File: src/rtl/apb_color_sampler_if.sv
// rtl/apb_color_sampler_if.sv - APB bus bundle for the colour sampler
interface apb_color_sampler_if #(
  parameter int ADDR_WIDTH = 5,
  parameter int DATA_WIDTH = 32
);
  logic                  psel;
  logic                  penable;
  logic [ADDR_WIDTH-1:0] paddr;
  logic                  pwrite;
  logic [DATA_WIDTH-1:0] pwdata;
  logic                  pready;
  logic [DATA_WIDTH-1:0] prdata;
  logic                  pslverr;

  modport master (
    output psel, penable, paddr, pwrite, pwdata,
    input  pready, prdata, pslverr
  );

  modport slave (
    input  psel, penable, paddr, pwrite, pwdata,
    output pready, prdata, pslverr
  );
endinterface

File: src/rtl/apb_color_sampler.sv
// rtl/apb_color_sampler.sv - APB colour-sensor front end with timed channel scan and sample FIFO
module apb_color_sampler #(
  parameter int NUM_CH     = 5,
  parameter int FIFO_DEPTH = 16,
  parameter int ADDR_WIDTH = 5,
  parameter int DATA_WIDTH = 32
) (
  input  logic               clk,
  input  logic               rst,
  apb_color_sampler_if.slave apb,
  output logic               irq
);

  localparam int         PTR_W   = $clog2(FIFO_DEPTH);
  localparam int         LVL_W   = PTR_W + 1;
  localparam logic [2:0] LAST_CH = 3'(NUM_CH - 1);

  localparam logic [ADDR_WIDTH-1:0] A_CTRL   = ADDR_WIDTH'(8'h00);
  localparam logic [ADDR_WIDTH-1:0] A_PERIOD = ADDR_WIDTH'(8'h04);
  localparam logic [ADDR_WIDTH-1:0] A_SEED   = ADDR_WIDTH'(8'h08);
  localparam logic [ADDR_WIDTH-1:0] A_THRESH = ADDR_WIDTH'(8'h0C);
  localparam logic [ADDR_WIDTH-1:0] A_STATUS = ADDR_WIDTH'(8'h10);
  localparam logic [ADDR_WIDTH-1:0] A_DATA   = ADDR_WIDTH'(8'h14);
  localparam logic [ADDR_WIDTH-1:0] A_IRQEN  = ADDR_WIDTH'(8'h18);

  typedef enum logic {S_IDLE, S_SCAN} state_t;

  typedef struct packed {
    logic [2:0]  ch;
    logic [15:0] sample;
  } entry_t;

  function automatic logic [15:0] lfsr_step(input logic [15:0] s);
    return s[0] ? ((s >> 1) ^ 16'hB400) : (s >> 1);
  endfunction

  // An all-zero LFSR would lock up, so zero seeds are substituted.
  function automatic logic [15:0] seed_fix(input logic [15:0] s);
    return (s == 16'h0000) ? 16'hACE1 : s;
  endfunction

  // Registers
  logic              en;
  logic [NUM_CH-1:0] ctrl_mask;
  logic [15:0]       period;
  logic [15:0]       seed;
  logic [7:0]        thresh;
  logic [1:0]        irq_en;
  logic              ovf;
  logic              missed;

  // Bus decode
  logic access, err, wr_ok, rd_ok, addr_hit;
  logic sel_ctrl, sel_period, sel_seed, sel_thresh, sel_status, sel_data, sel_irqen;
  logic wr_ctrl, wr_period, wr_seed, wr_thresh, wr_status, wr_irqen;
  logic clr_fifo;
  logic [31:0] wdata;
  logic [31:0] rdata;
  logic        unused_pwdata;

  // Timer / scan
  logic [15:0] cnt;
  logic        tick;
  state_t      state, state_nxt;
  logic [2:0]  ch, ch_nxt;
  logic        scan_act;
  logic        missed_set;
  logic [7:0]  mask8;
  logic        adv;

  // LFSRs
  logic [15:0] lfsr     [NUM_CH];
  logic [15:0] lfsr_nxt [NUM_CH];
  logic [15:0] push_sample;

  // FIFO
  entry_t             mem [FIFO_DEPTH];
  logic [PTR_W-1:0]   wr_ptr, rd_ptr;
  logic [LVL_W-1:0]   level;
  logic               empty, full;
  logic               push, pop, ovf_set;
  entry_t             head;

  assign wdata         = apb.pwdata[31:0];
  assign unused_pwdata = ^apb.pwdata;

  assign access      = apb.psel & apb.penable;
  assign apb.pready  = access;
  assign apb.pslverr = err;

  // Address decode; misaligned addresses match no entry and so report an error.
  always_comb begin
    sel_ctrl   = 1'b0;
    sel_period = 1'b0;
    sel_seed   = 1'b0;
    sel_thresh = 1'b0;
    sel_status = 1'b0;
    sel_data   = 1'b0;
    sel_irqen  = 1'b0;
    addr_hit   = 1'b1;
    case (apb.paddr)
      A_CTRL:   sel_ctrl   = 1'b1;
      A_PERIOD: sel_period = 1'b1;
      A_SEED:   sel_seed   = 1'b1;
      A_THRESH: sel_thresh = 1'b1;
      A_STATUS: sel_status = 1'b1;
      A_DATA:   sel_data   = 1'b1;
      A_IRQEN:  sel_irqen  = 1'b1;
      default:  addr_hit   = 1'b0;
    endcase
  end

  assign err   = access & (~addr_hit | (apb.pwrite & sel_data));
  assign wr_ok = access & apb.pwrite & ~err;
  assign rd_ok = access & ~apb.pwrite & ~err;

  assign wr_ctrl   = wr_ok & sel_ctrl;
  assign wr_period = wr_ok & sel_period;
  assign wr_seed   = wr_ok & sel_seed;
  assign wr_thresh = wr_ok & sel_thresh;
  assign wr_status = wr_ok & sel_status;
  assign wr_irqen  = wr_ok & sel_irqen;
  assign clr_fifo  = wr_ctrl & wdata[1];

  // Software-visible configuration registers.
  always_ff @(posedge clk) begin
    if (rst) begin
      en        <= 1'b0;
      ctrl_mask <= '0;
      period    <= 16'h0000;
      seed      <= 16'h0001;
      thresh    <= 8'h00;
      irq_en    <= 2'b00;
    end else begin
      if (wr_ctrl) begin
        en        <= wdata[0];
        ctrl_mask <= wdata[8 +: NUM_CH];
      end
      if (wr_period) period <= wdata[15:0];
      if (wr_seed)   seed   <= wdata[15:0];
      if (wr_thresh) thresh <= wdata[7:0];
      if (wr_irqen)  irq_en <= wdata[1:0];
    end
  end

  assign tick = en & (period != 16'h0000) & (cnt == period - 16'd1);

  // Sample period counter; restarts whenever disabled or reprogrammed.
  always_ff @(posedge clk) begin
    if (rst || !en || wr_period) begin
      cnt <= 16'h0000;
    end else if (period != 16'h0000) begin
      cnt <= tick ? 16'h0000 : cnt + 16'd1;
    end
  end

  // Scan FSM state register.
  always_ff @(posedge clk) begin
    if (rst) begin
      state <= S_IDLE;
      ch    <= 3'd0;
    end else begin
      state <= state_nxt;
      ch    <= ch_nxt;
    end
  end

  // Scan FSM: one channel per cycle, fixed NUM_CH-cycle scan, abort on disable.
  always_comb begin
    state_nxt  = state;
    ch_nxt     = ch;
    scan_act   = 1'b0;
    missed_set = 1'b0;
    case (state)
      S_IDLE: begin
        if (tick) begin
          state_nxt = S_SCAN;
          ch_nxt    = 3'd0;
        end
      end
      S_SCAN: begin
        if (!en) begin
          state_nxt = S_IDLE;
          ch_nxt    = 3'd0;
        end else begin
          scan_act   = 1'b1;
          missed_set = tick;
          if (ch == LAST_CH) begin
            state_nxt = S_IDLE;
            ch_nxt    = 3'd0;
          end else begin
            ch_nxt = ch + 3'd1;
          end
        end
      end
      default: begin
        state_nxt = S_IDLE;
        ch_nxt    = 3'd0;
      end
    endcase
  end

  assign mask8 = 8'(ctrl_mask);
  assign adv   = scan_act & mask8[ch];

  // Next LFSR value per channel and the one selected by the scan index.
  always_comb begin
    push_sample = 16'h0000;
    for (int i = 0; i < NUM_CH; i++) begin
      lfsr_nxt[i] = lfsr_step(lfsr[i]);
      if (ch == 3'(i)) push_sample = lfsr_nxt[i];
    end
  end

  // Sensor-model LFSRs: reseed on SEED write, otherwise step when scanned.
  always_ff @(posedge clk) begin
    for (int i = 0; i < NUM_CH; i++) begin
      if (rst) begin
        lfsr[i] <= seed_fix(16'h0001 ^ 16'(i));
      end else if (wr_seed) begin
        lfsr[i] <= seed_fix(wdata[15:0] ^ 16'(i));
      end else if (adv && ch == 3'(i)) begin
        lfsr[i] <= lfsr_nxt[i];
      end
    end
  end

  assign empty   = (level == '0);
  assign full    = (level == LVL_W'(FIFO_DEPTH));
  assign head    = mem[rd_ptr];
  assign push    = adv & ~full & ~clr_fifo;
  assign ovf_set = adv & full & ~clr_fifo;
  assign pop     = rd_ok & sel_data & ~empty;

  // FIFO storage; contents need no reset since level gates every read.
  always_ff @(posedge clk) begin
    if (push) mem[wr_ptr] <= '{ch: ch, sample: push_sample};
  end

  // FIFO pointers and fill level.
  always_ff @(posedge clk) begin
    if (rst || clr_fifo) begin
      wr_ptr <= '0;
      rd_ptr <= '0;
      level  <= '0;
    end else begin
      if (push) wr_ptr <= wr_ptr + PTR_W'(1);
      if (pop)  rd_ptr <= rd_ptr + PTR_W'(1);
      case ({push, pop})
        2'b10:   level <= level + LVL_W'(1);
        2'b01:   level <= level - LVL_W'(1);
        default: level <= level;
      endcase
    end
  end

  // Sticky error flags; a hardware set beats a simultaneous W1C.
  always_ff @(posedge clk) begin
    if (rst) begin
      ovf    <= 1'b0;
      missed <= 1'b0;
    end else begin
      ovf    <= ovf_set    | (ovf    & ~(wr_status & wdata[2]));
      missed <= missed_set | (missed & ~(wr_status & wdata[3]));
    end
  end

  // Registered interrupt from fill level and sticky errors.
  always_ff @(posedge clk) begin
    if (rst) begin
      irq <= 1'b0;
    end else begin
      irq <= (irq_en[0] & (thresh != 8'h00) & (8'(level) >= thresh))
           | (irq_en[1] & (ovf | missed));
    end
  end

  // Read mux; prdata stays zero outside a successful read access.
  always_comb begin
    rdata = 32'h0;
    if (rd_ok) begin
      if (sel_ctrl) begin
        rdata[0]           = en;
        rdata[8 +: NUM_CH] = ctrl_mask;
      end
      if (sel_period) rdata[15:0] = period;
      if (sel_seed)   rdata[15:0] = seed;
      if (sel_thresh) rdata[7:0]  = thresh;
      if (sel_status) begin
        rdata[0]    = empty;
        rdata[1]    = full;
        rdata[2]    = ovf;
        rdata[3]    = missed;
        rdata[15:8] = 8'(level);
      end
      if (sel_data && !empty) begin
        rdata[31]    = 1'b1;
        rdata[18:16] = head.ch;
        rdata[15:0]  = head.sample;
      end
      if (sel_irqen) rdata[1:0] = irq_en;
    end
  end

  assign apb.prdata = DATA_WIDTH'(rdata);

endmodule
File: src/flat_wrapper.sv
// flat-port wrapper written by rule: the top's interface ports become plain ports
module apb_color_sampler_flat 
#(
  parameter int NUM_CH     = 5,
  parameter int FIFO_DEPTH = 16,
  parameter int ADDR_WIDTH = 5,
  parameter int DATA_WIDTH = 32
)
  (clk, rst, irq, apb_psel, apb_penable, apb_paddr, apb_pwrite, apb_pwdata, apb_pready, apb_prdata, apb_pslverr);
  apb_color_sampler_if #(.ADDR_WIDTH(ADDR_WIDTH), .DATA_WIDTH(DATA_WIDTH)) apb_i ();
  input  logic clk;
  input  logic rst;
  output logic irq;
  input wire logic [$bits(apb_i.psel)-1:0] apb_psel;
  input wire logic [$bits(apb_i.penable)-1:0] apb_penable;
  input wire logic [$bits(apb_i.paddr)-1:0] apb_paddr;
  input wire logic [$bits(apb_i.pwrite)-1:0] apb_pwrite;
  input wire logic [$bits(apb_i.pwdata)-1:0] apb_pwdata;
  output wire logic [$bits(apb_i.pready)-1:0] apb_pready;
  output wire logic [$bits(apb_i.prdata)-1:0] apb_prdata;
  output wire logic [$bits(apb_i.pslverr)-1:0] apb_pslverr;
  assign apb_i.psel = apb_psel;
  assign apb_i.penable = apb_penable;
  assign apb_i.paddr = apb_paddr;
  assign apb_i.pwrite = apb_pwrite;
  assign apb_i.pwdata = apb_pwdata;
  assign apb_pready = apb_i.pready;
  assign apb_prdata = apb_i.prdata;
  assign apb_pslverr = apb_i.pslverr;
  apb_color_sampler #(.NUM_CH(NUM_CH), .FIFO_DEPTH(FIFO_DEPTH), .ADDR_WIDTH(ADDR_WIDTH), .DATA_WIDTH(DATA_WIDTH)) u_core (.clk(clk), .rst(rst), .apb(apb_i), .irq(irq));
endmodule
File: config.mk
export PLATFORM = sky130hd
export DESIGN_NAME = apb_color_sampler_flat
export DESIGN_NICKNAME = d
export VERILOG_FILES = /design/src/rtl/apb_color_sampler_if.sv /design/src/rtl/apb_color_sampler.sv /design/src/flat_wrapper.sv
export SDC_FILE = /design/constraint.sdc
export NUM_CORES = 1
export LEC_CHECK = 0
export CAP_MARGIN = 20
export CORE_MARGIN = 2
export CORE_UTILIZATION = 25
export CTS_BUF_LIST = sky130_fd_sc_hd__clkbuf_16
export DETAILED_ROUTE_END_ITERATION = 7
export GPL_TIMING_DRIVEN = 0
export PLACE_DENSITY_LB_ADDON = 0.05
export SLEW_MARGIN = 20
export SYNTH_ARGS = -nofsm -noshare
export SYNTH_HDL_FRONTEND = slang
export SYNTH_SLANG_ARGS = --single-unit
File: constraint.sdc
create_clock -name clk -period 11.2 [get_ports clk]
set_clock_uncertainty 0.05 [all_clocks]
set_input_delay 3.36 -clock clk [delete_from_list [all_inputs] [get_ports clk]]
set_output_delay 3.36 -clock clk [all_outputs]
set_load 0.01 [all_outputs]
Yosys cells after proc, flatten, opt, wreduce, memory -nomap -nowiden

Memories as Yosys holds them, arrays and structs flattened. A register that Yosys moved wholly into a read port is not among the register bits.
Index checks and enable logic that the tools add are counted.

RAM bits: 384
Output and inout port bits: 35
Memories: 2
Bits of input ports: 42
Latch bits: 0
Memory bits (read-only): 0
Flip-flop bits (word level): 84

$lt $le $gt $ge: 2
Muxes and demuxes: 90
Add/subtract/negate cells: 7
Reductions and logical operators: 23
Div/mod/pow operators: 0
Shift-type cells: 0
Multiply operators: 0
Equality and inequality tests: 15
Bitwise gates (word level): 63

Memory list:

| name        | depth | bits a word | rd ports | clocked after memory_dff | write ports | line                    | RTL |
|---|---|---|---|---|---|---|---|
| u_core.mem  | 16    | 19          | 1        | 1                        | 1           | apb_color_sampler.sv:77 | `entry_t mem [FIFO_DEPTH];` |
| u_core.lfsr | 5     | 16          | 5        | 0                        | 5           | apb_color_sampler.sv:72 | `logic [15:0] lfsr [NUM_CH];` |

Operator list:

| operator              | count |
|---|---|
| $mux 16               | 28 |
| $logic_not 16->1      | 5 |
| $mux 1                | 46 |
| $mux 19               | 2 |
| $and 1x1->1           | 30 |
| $eq 5x5->1 const B    | 4 |
| $not 3->4             | 5 |
| $add 16x1->16 const B | 1 |
| $eq 16x16->1          | 1 |
| $mux 8                | 2 |
| $reduce_bool 16->1    | 1 |
| $sub 16x1->16 const B | 1 |
| $or 1x1->1            | 15 |
| $mux 4                | 3 |
| $not 1->1             | 12 |
| $eq 5x4->1 const B    | 2 |
| $logic_not 5->1       | 2 |
| $pmux 5 s2            | 1 |
| $mux 3                | 3 |
| $add 4x1->4 const B   | 2 |
| $ge 5x8->1            | 1 |
| $reduce_bool 8->1     | 1 |
| $reduce_or 7->1       | 1 |
| $eq 3x2->1 const B    | 2 |
| 21 further kinds      | 29 |

Depth between registers and ports, before layout

Depth after elaboration: 14
Gate-level depth with buffers: 17
Mapped depth without buffers: 14

Least setup slack after synthesis

No wires, ideal clock.

Kind: input to output
Start point: input port apb_paddr[2]
End point: output port apb_prdata[1]
Cell stages on the path: 5
Arrival: 5,054 ps
Path slack: 2,736 ps
Path through: buf_1 -> buf_1 -> nor3_1 -> a31oi_1 -> a311oi_1

Cells in the longest elaborated chain, start to end: 9

RTL lines:

| element                                   | line                                               | RTL |
|---|---|---|
| start, declared                           | flat_wrapper.sv:16                                 | `input wire logic [$bits(apb_i.paddr)-1:0] apb_paddr;` |
| $eq 5x3->1 (tied with other cells)        | apb_color_sampler.sv:101                           | `case (apb.paddr)` |
| $mux 1 or $reduce_or 7->1 (tied branches) | n/a                                                |  |
| $mux 16 or $mux 1 (tied branches)         | apb_color_sampler.sv:286, apb_color_sampler.sv:101 |  |
| $mux 16 or $not 1->1 (tied branches)      | apb_color_sampler.sv:287, apb_color_sampler.sv:113 |  |
| $mux 8 or $or 1x1->1 (tied branches)      | apb_color_sampler.sv:288, apb_color_sampler.sv:113 |  |
| $mux 4 or $and 1x1->1 (tied branches)     | apb_color_sampler.sv:289, apb_color_sampler.sv:113 |  |
| $mux 19 or $not 1->1 (tied branches)      | apb_color_sampler.sv:296, apb_color_sampler.sv:115 |  |
| $mux 2 or $and 1x1->1 (tied branches)     | apb_color_sampler.sv:301, apb_color_sampler.sv:115 |  |
| $mux 19 (*)                               | apb_color_sampler.sv:281                           | `if (rd_ok) begin` |
| end, declared                             | flat_wrapper.sv:20                                 | `output wire logic [$bits(apb_i.prdata)-1:0] apb_prdata;` |

Every way passes the cells marked *; elsewhere a longest branch is shown, timed or not.

Final worst setup path

Start point: input port apb_paddr[1]
End point: output port apb_prdata[16]

Cells in the longest elaborated chain, start to end: 9

RTL lines:

| element                            | line                     | RTL |
|---|---|---|
| $eq 5x3->1 (tied with other cells) | apb_color_sampler.sv:101 |  |
| $reduce_or 7->1 (no line)          | n/a                      |  |
| $mux 1                             | apb_color_sampler.sv:101 |  |
| $not 1->1                          | apb_color_sampler.sv:113 | `assign err = access & (~addr_hit \| (apb.pwrite & sel_data));` |
| $or 1x1->1                         | apb_color_sampler.sv:113 |  |
| $and 1x1->1                        | apb_color_sampler.sv:113 |  |
| $not 1->1                          | apb_color_sampler.sv:115 | `assign rd_ok = access & ~apb.pwrite & ~err;` |
| $and 1x1->1                        | apb_color_sampler.sv:115 |  |
| $mux 19 (*)                        | apb_color_sampler.sv:281 |  |

Marked as above.

==> summary.txt <==
STA
  • Setup Total Neg Slack: 0 ps
  • Peak Freq: 96.21 MHz
  • Slew margin rel.: 0.2531
  • Slew Viols, Final: 0
  • Final Hold Viols: 0
  • Worst Max-Slew Pin Slew: 1119 ps
  • RSZ-0062 raised after global routing: no
  • Final setup viols: 0
  • WHS: 403.8 ps
  • Tmin final: 10,390 ps
  • Period utilisation layout: 0.9280

Worst setup path
  • Max stage delay on crit path: between 800 and 900 ps
  • Worst EP required: between 7000 and 8000 ps
  • Critical path's slowest cell: nor3_1
  • Crit path kind: input port to primary output
  • Crit-path cells: clkdlybuf4s50_1 -> nor2_1 -> nand2_1 -> nor3_1 -> nand2b_1 -> a211oi_1 -> clkdlybuf4s50_1
  • WP data arrival: 6980 ps
  • Crit Path Max Fanout: 8
  • Worst setup EP type: primary output
  • Setup slack, reg-to-reg: 6390 ps
  • Critical path launch point type: input port
  • Most Frequent Cell on Critical Path: clkdlybuf4s50_1

Clocking
  • Clk buf depth: 3
  • Cts repair resizes: 0
  • TritonCTS Sinks: about 470
  • Clock transition at path regs: 60 ps
  • Hold_buf cts: 0
  • CTS tree: done
  • CTS root buf: clkbuf_16
  • Post-CTS Setup Bufs: 0
  • CTS Buf Count: 56
  • Clk_lat worst skew: 630 ps
  • CTS H-tree lvls: 2

Synthesis
  • Synth top area share: 0.5510
  • Post-synthesis sequential area ratio: 0.6351
  • Yosys reg bits: 472
  • Ys Warns: 0
  • Most common cell in the netlist: edfxtp_1
  • Avg Cell Area, Syn: 13.68 sq um
  • Number of synthesized flops with an enable pin: around 380
  • Post-Syn Instances: between 1,500 and 2,000
  • Ys flop type: edfxtp_1
  • Synth area leaders: edfxtp_1 (55%), mux4_2 (9.8%), dfxtp_1 (8.4%), nand2_1 (3.4%), nor2_1 (2.7%)
  • Mapped cell area: 20,930 sq um
  • Area leader, netlist: edfxtp_1
  • Synth top cells by count: edfxtp_1 (384), nand2_1 (189), nor2_1 (149)
  • Ys async rst share: 0
  • Yosys cell types: 75

Layout
  • Filler instances: 8,375
  • ANT cells: 0
  • # nets final: 1,741
  • Layout area overhead: 20.60%
  • Layout Utilization: 0.3030
  • Layout cells sized above 1: 0.1784

Pwr
  • Pwr dens: 147.9 nW/um^2
  • Max VDD drop: 0.09335 mV
  • Leakage: 8.509 nW

Placement
  • DPL Wire Length: 49,930 um
  • PortBufs: 41
  • Final Wtd Congestion: 0.7949

GRT
  • Antenna violations before repair: 0
  • GRT Resource Usage Total: 0.1611
  • First-pass GRT wire length: about 100,000 um
  • Largest net degree at the start of global routing: 24
  • Overflow after GRT: 0
  • Number of global-route vias before repair: 13,660

Routing
  • Avg Vias per Cell: ~4.8
  • Routed Antenna Nets: 0
  • Via count: 13,320
  • Routed WL: slightly below 70,000 um
  • DRC: 0
  • Routed WL per cell: 24.74 um
  • Initial DRC Count: 989
  • Drt pass-1 iters: 5

Floorplan
  • Initial Util: 0.2513
  • Die area: 86,050 sq um
  • Chip width: 293.3 um
  • CORE AREA: 83,290 sq um
  • Row count: 106
  • Chip Height: 293.3 um
  • Num ports: slightly below 80

Status
  • Status: complete, no violations

Hold path
  • Worst min path class: register to register

Run
  • Max-cap violations: 0
-- where the power goes --
group	switching [W]	internal (W)
combinational	0.0000647	0.0000280
sequential	0.00000716	0.00190
clock	0.000765	0.000966
total	0.000837	0.00290
-- layout make-up --
class | instances | area, sq um | area share
Inverter | 21 | 78.83 | 0.003123
Clock inverter | 43 | 296.5 | 0.01175
Clock buffer | 57 | 1426 | 0.05651
Buffer | 113 | 554.3 | 0.02196
Timing Repair Buffer | 80 | 996.0 | 0.03946
Tap cell | 1080 | 1351 | 0.05354
Multi-Input combinational cell | 935 | 7244 | 0.2870
Sequential cell | 472 | 13290 | 0.5266
-- logic make-up (layout without fill, tap and decap cells) --
family                   count (synthesis)  after routing  synth area share
adder cells (fa/ha/maj)                 20             20           0.01196
flip-flops                             472            472            0.6351
buffers and inverters                  134            314           0.03007
multiplexers                           148            148            0.1256
AO/OA/AOI/OAI                          232            232           0.07144
other                                    1             12         0.0001792
AND/OR/NAND/NOR                        467            467            0.1022
XOR/XNOR                                56             56           0.02344
-- final timing paths --
| kind | from | end | cells past startpoint |
|---|---|---|---|
| setup / recovery | apb_paddr[1] | apb_prdata[16] | 7 |
| hold / removal | u_core.seed[12]$_SDFFE_PP0P_ | u_core.seed[12]$_SDFFE_PP0P_ | 2 |
| setup reg to reg | u_core.level[1]$_SDFFE_PP0P_ | u_core.level[4]$_SDFFE_PP0P_ | 16 |
| hold reg to reg | u_core.seed[12]$_SDFFE_PP0P_ | u_core.seed[12]$_SDFFE_PP0P_ | 2 |
-- metrics by stage --
| step | setup slack [ps] | total power, W | instances | cell area (sq um) |
|---|---|---|---|---|
| 3_3_place_gp | 592.5 | 0.002034 | 2662 | 22730 |
| 3_5_place_dp | 781.1 | 0.002040 | 2701 | 23510 |
| 5_1_grt | 682.9 | 0.003857 | 2801 | 25240 |
| 2_1_floorplan | 2736 | 0.001988 | 1541 | 20970 |
| 6_report | 806.3 | 0.003733 | 2801 | 25240 |
| 4_1_cts | 765.1 | 0.003791 | 2801 | 25240 |
-- worst max-delay path: cells and delay by family --
family,cells,cell delay (ps)
buffers and inverters,2,1060
AND/OR/NAND/NOR,4,2130
AO/OA/AOI/OAI,1,420
-- layout by cell type, fill, tap and decap left out, types with 28 or more instances in the layout --
cell / count
mux2i_1: 50
inv_1: 39
nor2_1: 137
xnor2_1: 32
dfxtp_1: 88
nand2_1: 189
clkbuf_16: 57
buf_4: 28
mux4_2: 91
clkbuf_1: 74
o21ai_0: 56
edfxtp_1: 384
a21oi_1: 44
clkdlybuf4s50_1: 41
-- sequential cells by signal, summed over array words and instances, names as in the netlist, 5 cells and up, named ones only --
register	count
u_core.level	5
u_core.mem	304
u_core.seed	16
u_core.thresh	8
u_core.ctrl_mask	5
u_core.lfsr	80
u_core.period	16
u_core.cnt	16
-- per-layer routing --
metal	GRT usage	up-vias	wire (um)
met3	0.02118	94	2192
met4	0.04592	0	1785
met5	0	-	0
met1	0.2184	6902	31940
li1	-	6061	-
met2	0.2693	262	33370
(Power assumes the default switching activity.)
